### src/rtl/demux_1x4_stream_pkg.sv
`default_nettype none
// ============================================================================
//  Module : demux_1x4_stream_pkg
//  Brief  : Shared channel constants and helpers for the 1:4 stream demux
//  Rev    : 1.0  initial release
// ============================================================================
package demux_1x4_stream_pkg;

    localparam logic [1:0] CH0    = 2'd0;
    localparam logic [1:0] CH1    = 2'd1;
    localparam logic [1:0] CH2    = 2'd2;
    localparam logic [1:0] CH3    = 2'd3;
    localparam int         NUM_CH = 4;

    // Next round-robin channel; the 2-bit add wraps 3 -> 0 naturally
    function automatic logic [1:0] next_ch(input logic [1:0] ch);
        return ch + 2'd1;
    endfunction

endpackage : demux_1x4_stream_pkg
`default_nettype wire

### src/rtl/demux_1x4_stream_if.sv
`default_nettype none
// ============================================================================
//  Module : demux_1x4_stream_if
//  Brief  : Input stream plus four output channels of the 1:4 stream demux
//  Rev    : 1.0  initial release
// ============================================================================
interface demux_1x4_stream_if #(
    parameter int DATA_WIDTH = 16
);
    logic                  in_valid;
    logic                  in_ready;
    logic [1:0]            in_select;
    logic [DATA_WIDTH-1:0] in_data;
    logic [3:0]            out_valid;
    logic [3:0]            out_ready;
    logic [DATA_WIDTH-1:0] out0_data;
    logic [DATA_WIDTH-1:0] out1_data;
    logic [DATA_WIDTH-1:0] out2_data;
    logic [DATA_WIDTH-1:0] out3_data;
    logic [1:0]            rr_ptr;
    logic                  busy;

    // Producer/consumer side (drives the input word and the consumer readies)
    modport master (
        output in_valid, in_select, in_data, out_ready,
        input  in_ready, out_valid, out0_data, out1_data, out2_data, out3_data,
               rr_ptr, busy
    );

    // Demux side
    modport slave (
        input  in_valid, in_select, in_data, out_ready,
        output in_ready, out_valid, out0_data, out1_data, out2_data, out3_data,
               rr_ptr, busy
    );
endinterface : demux_1x4_stream_if
`default_nettype wire

### src/rtl/demux_1x4_stream_hold_reg.sv
`default_nettype none
// ============================================================================
//  Module : demux_hold_reg
//  Brief  : One-entry holding slot for a single demux output channel
//  Rev    : 1.0  initial release
// ============================================================================
module demux_hold_reg #(
    parameter int DATA_WIDTH = 16
) (
    input  wire logic                  clk,
    input  wire logic                  rst,
    input  wire logic                  load_i,
    input  wire logic [DATA_WIDTH-1:0] data_i,
    input  wire logic                  drain_i,
    output logic                       valid_o,
    output logic [DATA_WIDTH-1:0]      data_o
);

    logic                  valid_q;
    logic [DATA_WIDTH-1:0] data_q;

    // Load has priority so a simultaneous drain+load keeps the slot full;
    // a drain only clears valid, the last word stays visible on data_o.
    always_ff @(posedge clk) begin
        if (rst) begin
            valid_q <= 1'b0;
            data_q  <= '0;
        end else if (load_i) begin
            valid_q <= 1'b1;
            data_q  <= data_i;
        end else if (drain_i && valid_q) begin
            valid_q <= 1'b0;
        end
    end

    assign valid_o = valid_q;
    assign data_o  = data_q;

endmodule : demux_hold_reg
`default_nettype wire

### src/rtl/demux_1x4_stream.sv
`default_nettype none
// ============================================================================
//  Module : demux_1x4_stream
//  Brief  : Registered 1:4 valid/ready stream demux, select or round-robin
//  Rev    : 1.0  initial release
// ============================================================================
module demux_1x4_stream
    import demux_1x4_stream_pkg::*;
#(
    parameter int DATA_WIDTH = 16,
    parameter bit RR_MODE    = 1'b0
) (
    input  wire logic          clk,
    input  wire logic          rst,
    demux_1x4_stream_if.slave  bus
);

    logic [1:0]            rr_ptr_q;
    logic [1:0]            rr_ptr_d;
    logic [1:0]            w_target;
    logic                  w_in_ready;
    logic                  w_accept;
    logic [NUM_CH-1:0]     w_valid;
    logic [NUM_CH-1:0]     w_load;
    logic [DATA_WIDTH-1:0] w_data [NUM_CH];

    // Target slot may take a word if empty or emptying this very cycle
    assign w_target   = RR_MODE ? rr_ptr_q : bus.in_select;
    assign w_in_ready = ~w_valid[w_target] | bus.out_ready[w_target];
    assign w_accept   = bus.in_valid & w_in_ready;

    generate
        for (genvar g = 0; g < NUM_CH; g++) begin : g_ch
            assign w_load[g] = w_accept & (w_target == 2'(g));

            demux_hold_reg #(
                .DATA_WIDTH (DATA_WIDTH)
            ) u_slot (
                .clk     (clk),
                .rst     (rst),
                .load_i  (w_load[g]),
                .data_i  (bus.in_data),
                .drain_i (bus.out_ready[g]),
                .valid_o (w_valid[g]),
                .data_o  (w_data[g])
            );
        end
    endgenerate

    // Round-robin pointer advances only on an accepted word (strict order)
    always_comb begin
        rr_ptr_d = rr_ptr_q;
        if (RR_MODE && w_accept) begin
            rr_ptr_d = next_ch(rr_ptr_q);
        end
    end

    // Round-robin pointer register
    always_ff @(posedge clk) begin
        if (rst) begin
            rr_ptr_q <= CH0;
        end else begin
            rr_ptr_q <= rr_ptr_d;
        end
    end

    assign bus.in_ready  = w_in_ready;
    assign bus.out_valid = w_valid;
    assign bus.out0_data = w_data[0];
    assign bus.out1_data = w_data[1];
    assign bus.out2_data = w_data[2];
    assign bus.out3_data = w_data[3];
    assign bus.rr_ptr    = rr_ptr_q;
    assign bus.busy      = |w_valid;

endmodule : demux_1x4_stream
`default_nettype wire

### src/flat_wrapper.sv
// flat-port wrapper written by rule: the top's interface ports become plain ports
module demux_1x4_stream_flat import demux_1x4_stream_pkg::*;
#(
    parameter int DATA_WIDTH = 16,
    parameter bit RR_MODE    = 1'b0
)
  (clk, rst, bus_in_valid, bus_in_select, bus_in_data, bus_out_ready, bus_in_ready, bus_out_valid, bus_out0_data, bus_out1_data, bus_out2_data, bus_out3_data, bus_rr_ptr, bus_busy);
  demux_1x4_stream_if #(.DATA_WIDTH(DATA_WIDTH)) bus_i ();
  input  wire logic clk;
  input  wire logic rst;
  input wire logic [$bits(bus_i.in_valid)-1:0] bus_in_valid;
  input wire logic [$bits(bus_i.in_select)-1:0] bus_in_select;
  input wire logic [$bits(bus_i.in_data)-1:0] bus_in_data;
  input wire logic [$bits(bus_i.out_ready)-1:0] bus_out_ready;
  output wire logic [$bits(bus_i.in_ready)-1:0] bus_in_ready;
  output wire logic [$bits(bus_i.out_valid)-1:0] bus_out_valid;
  output wire logic [$bits(bus_i.out0_data)-1:0] bus_out0_data;
  output wire logic [$bits(bus_i.out1_data)-1:0] bus_out1_data;
  output wire logic [$bits(bus_i.out2_data)-1:0] bus_out2_data;
  output wire logic [$bits(bus_i.out3_data)-1:0] bus_out3_data;
  output wire logic [$bits(bus_i.rr_ptr)-1:0] bus_rr_ptr;
  output wire logic [$bits(bus_i.busy)-1:0] bus_busy;
  assign bus_i.in_valid = bus_in_valid;
  assign bus_i.in_select = bus_in_select;
  assign bus_i.in_data = bus_in_data;
  assign bus_i.out_ready = bus_out_ready;
  assign bus_in_ready = bus_i.in_ready;
  assign bus_out_valid = bus_i.out_valid;
  assign bus_out0_data = bus_i.out0_data;
  assign bus_out1_data = bus_i.out1_data;
  assign bus_out2_data = bus_i.out2_data;
  assign bus_out3_data = bus_i.out3_data;
  assign bus_rr_ptr = bus_i.rr_ptr;
  assign bus_busy = bus_i.busy;
  demux_1x4_stream #(.DATA_WIDTH(DATA_WIDTH), .RR_MODE(RR_MODE)) u_core (.clk(clk), .rst(rst), .bus(bus_i));
endmodule
### config.mk
export PLATFORM = sky130hd
export DESIGN_NAME = demux_1x4_stream_flat
export DESIGN_NICKNAME = d
export VERILOG_FILES = /design/src/rtl/demux_1x4_stream_pkg.sv /design/src/rtl/demux_1x4_stream_if.sv /design/src/rtl/demux_1x4_stream_hold_reg.sv /design/src/rtl/demux_1x4_stream.sv /design/src/flat_wrapper.sv
export SDC_FILE = /design/constraint.sdc
export NUM_CORES = 1
export LEC_CHECK = 0
export BUFFER_PORTS_ARGS = -buffer_cell sky130_fd_sc_hd__buf_4
export CAP_MARGIN = 10
export CORE_ASPECT_RATIO = 1.4
export CORE_MARGIN = 3
export CORE_UTILIZATION = 50
export CTS_CLUSTER_DIAMETER = 30
export DETAILED_ROUTE_END_ITERATION = 7
export HOLD_SLACK_MARGIN = 0.08
export PLACE_DENSITY = 0.8
export SLEW_MARGIN = 20
export SYNTH_ARGS = -nofsm -noshare
export SYNTH_HDL_FRONTEND = slang
export SYNTH_SLANG_ARGS = --single-unit
### constraint.sdc
create_clock -name clk -period 1.5 [get_ports clk]
set_input_delay 0.3 -clock clk [delete_from_list [all_inputs] [get_ports clk]]
set_output_delay 0.3 -clock clk [all_outputs]
set_load 0.02 [all_outputs]
==> results.json <==
{
  "p_leak_uw": 0.00192,
  "grt_pass1_wl_um": 10200,
  "seqCellArea_mm2": 0.00136,
  "die_w_um": 69.5,
  "outcome": "finished with violations",
  "reg2reg_from": "u_core.g_ch[2].u_slot.valid_o",
  "htree_levels": 3,
  "reg2reg_slack_ns": 0.15,
  "overflow": 0,
  "fin_ws_ns": -0.303,
  "ys_top_cells_by_area": "dfxtp_1, mux2i_1, nand2b_1",
  "cts.reportedPaths.clkPinSlew_ns": 0.07,
  "hold_start": "rst",
  "power_density_mw_per_mm2": 1070,
  "critical_path_class": "flop to output pin",
  "power_uw": 4130,
  "start_kind": "flop",
  "yosysWarningCount": 0,
  "wire_per_inst_um": 14.8,
  "ys_seq_elements": 68,
  "placed_cells": 408,
  "ys_types": 21,
  "synth.avg_cell_area_um2": 11.1,
  "postRouteAntennaNets": 0,
  "synth.top_cell.area_share": 0.482,
  "slowest_delay_ns": 0.47,
  "final_cell_count_no_fill": 424,
  "dieArea_mm2": 0.00659,
  "grt_max_degree": 40,
  "cts_buffer_depth": 2,
  "ys_top_cells_by_count": "nand2b_1, dfxtp_1, mux2i_1",
  "reg2reg_depth": 5,
  "violations": "negative setup slack",
  "grt_util_all_layers": 0.196,
  "dpl-instance-area_mm2": 0.00363,
  "critPathArrivalTime_ns": 1.50,
  "hold_viol": 0,
  "worstPathRequired_ns": 1.20,
  "antenna_found_initial": 0,
  "dr.pass1.iters": 6,
  "cp_top_family": "multiplexers",
  "maxCapViolCount": 0,
  "io_pins": 97,
  "n_antenna_cell": 0,
  "synth_ff_type": "dfxtp_1",
  "core_area_mm2": 0.00531,
  "worstReg2RegEnd": "u_core.g_ch[2].u_slot.data_o[11]",
  "row_count": 31,
  "use_met1": 0.213,
  "worstHoldPathCells": 2,
  "grt_use_met2": 0.353,
  "syn_area_mm2": 0.00282,
  "multiInputGateArea_mm2": 0.00130,
  "finalCriticalPeriod_ns": 1.80,
  "clock_latency_ns": 0.33,
  "die-height_um": 94.9,
  "dp_hpwl_um": 4440,
  "rsz0062_at_grt": "true",
  "drt-initial-drc-count": 72,
  "synth-seq-area-share": 0.482,
  "fillers": 389,
  "end_kind": "output pin",
  "place.gp.congestion": 0.782,
  "synth.most_common_cell": "nand2b_1",
  "cts_root_buf": "clkbuf_8",
  "skew_ns": 0.00638,
  "pre_cts_slack_ns": -0.101,
  "setup_viol": 2,
  "numCtsBuffers": 9,
  "synthArstFlopShare": 0,
  "busiest_layer": "met2",
  "min_to": "u_core.g_ch[1].u_slot.valid_o",
  "cts_tree": "built",
  "wl_um": 6260,
  "cts_setup_buffers": 0,
  "yosysTopAreaCell": "dfxtp_1",
  "ir_worst_vdd_mv": 0.721,
  "ctsHoldBuffers": 0,
  "port_buffers": 94,
  "viasPerCell": 4.86,
  "initial_core_util": 0.531,
  "path_cells": "or2b_1 > mux4_2 > buf_6",
  "grt_pass1_vias": 2130,
  "synthToLayoutAreaGrowth_pct": 37.3,
  "cp_num_buf_inv": 1,
  "design_area_mm2": 0.00387,
  "use_met3": 0.0522,
  "synth_cells": 254,
  "period_share": 1.20,
  "slowest_stage": "mux4_2",
  "num_vias": 2062,
  "slew_viol_final": 0,
  "hold_class": "input pin to flop",
  "synth_edf_count": 0,
  "fin_nets": 378,
  "crit_fanout": 2,
  "max_freq_mhz": 555,
  "drc": 0,
  "cts_sinks": 68,
  "drive_gt1_frac": 0.369
}
worst reg2reg max path, delay by kind of cell (launching register included):
family / cells / cell delay [ns]
AND/OR/NAND/NOR: 2 / 0.46
multiplexers: 1 / 0.13
flip-flops: 1 / 0.32
buffers and inverters: 2 / 0.33
cell usage in the layout, fill, tap and decap left out, drive strengths merged:
cell type  synthesis  layout
clkbuf             9      12
dfxtp             68      68
buf               13     109
nor2b              1       1
mux4               1       1
conb               1       2
and3               1       1
or2b               1       1
or4                1       1
mux2i             64      64
and2b              1       1
nand3b             1       1
or3                1       1
bufinv             0       2
nand2              1       1
a21oi              4       4
nor3               1       1
nand3              1       1
nand2b            83      83
clkinv             0       2
nand4              1       1
metal layers:
layer,vias to the layer above,part of all wire,wire length [um]
met2,67,0.50,3150
met1,950,0.41,2580
met5,-,0,0
met4,0,0.021,129
met3,9,0.064,401
li1,1036,-,-
state kept, by name (all words and copies together) (netlist names):
register	count
u_core.g_ch.u_slot.data_o	64
u_core.g_ch.u_slot.valid_o	4
logic make-up (layout without fill, tap and decap cells):
logic type	Yosys count	count (layout)	synth area share
AOI/OAI and AO/OA	4	4	0.00710
buffers and inverters	22	125	0.0563
DFF	68	68	0.482
muxes	65	65	0.236
other	1	2	0.00133
and+or+nand+nor	94	94	0.216
metrics by stage:
step | utilization | TNS [ns] | hold slack, ns
after CTS | 0.729 | -0.457 | 0.282
after global routing | 0.729 | -0.525 | 0.317
after detailed placement | 0.683 | -0.101 | 0.462
after global placement | 0.683 | -0.0809 | 0.458
after floorplan | - | 0 | 0.485
final | 0.729 | -0.441 | 0.294
power by group:
part / total, uW / internal [uW] / leakage [uW] / switching (uW)
logic: 512 / 259 / 0.00125 / 253
clock network: 1710 / 1070 / 0.000122 / 645
registers: 1910 / 1870 / 0.000554 / 35.5
repair_timing:
item                       in CTS  in global routing
gates cloned                    0                  0
pin swaps                       0                  0
setup endpoints to repair       2                  2
resized for setup               6                  0
cell type report:
class	count	area share
timing repair buffer	109	0.229
sequential	68	0.352
tap	66	0.0213
clock buffer	12	0.0426
multi-input combinational	165	0.337
clock inverter	4	0.0181
worst max-delay path by stage:
stage / start / depth (start not counted) / slack [ns] / to
global route: u_core.g_ch[2].u_slot.valid_o / 3 / -0.36 / bus_in_ready
global placement: bus_out_ready[2] / 4 / -0.08 / bus_in_ready
finish: u_core.g_ch[2].u_slot.valid_o / 3 / -0.30 / bus_in_ready
floorplan: u_core.g_ch[2].u_slot.valid_o / 2 / 0.04 / bus_in_ready
detailed placement: bus_out_ready[2] / 4 / -0.10 / bus_in_ready
CTS: u_core.g_ch[2].u_slot.valid_o / 3 / -0.32 / bus_in_ready
(Power assumes the default switching activity.)
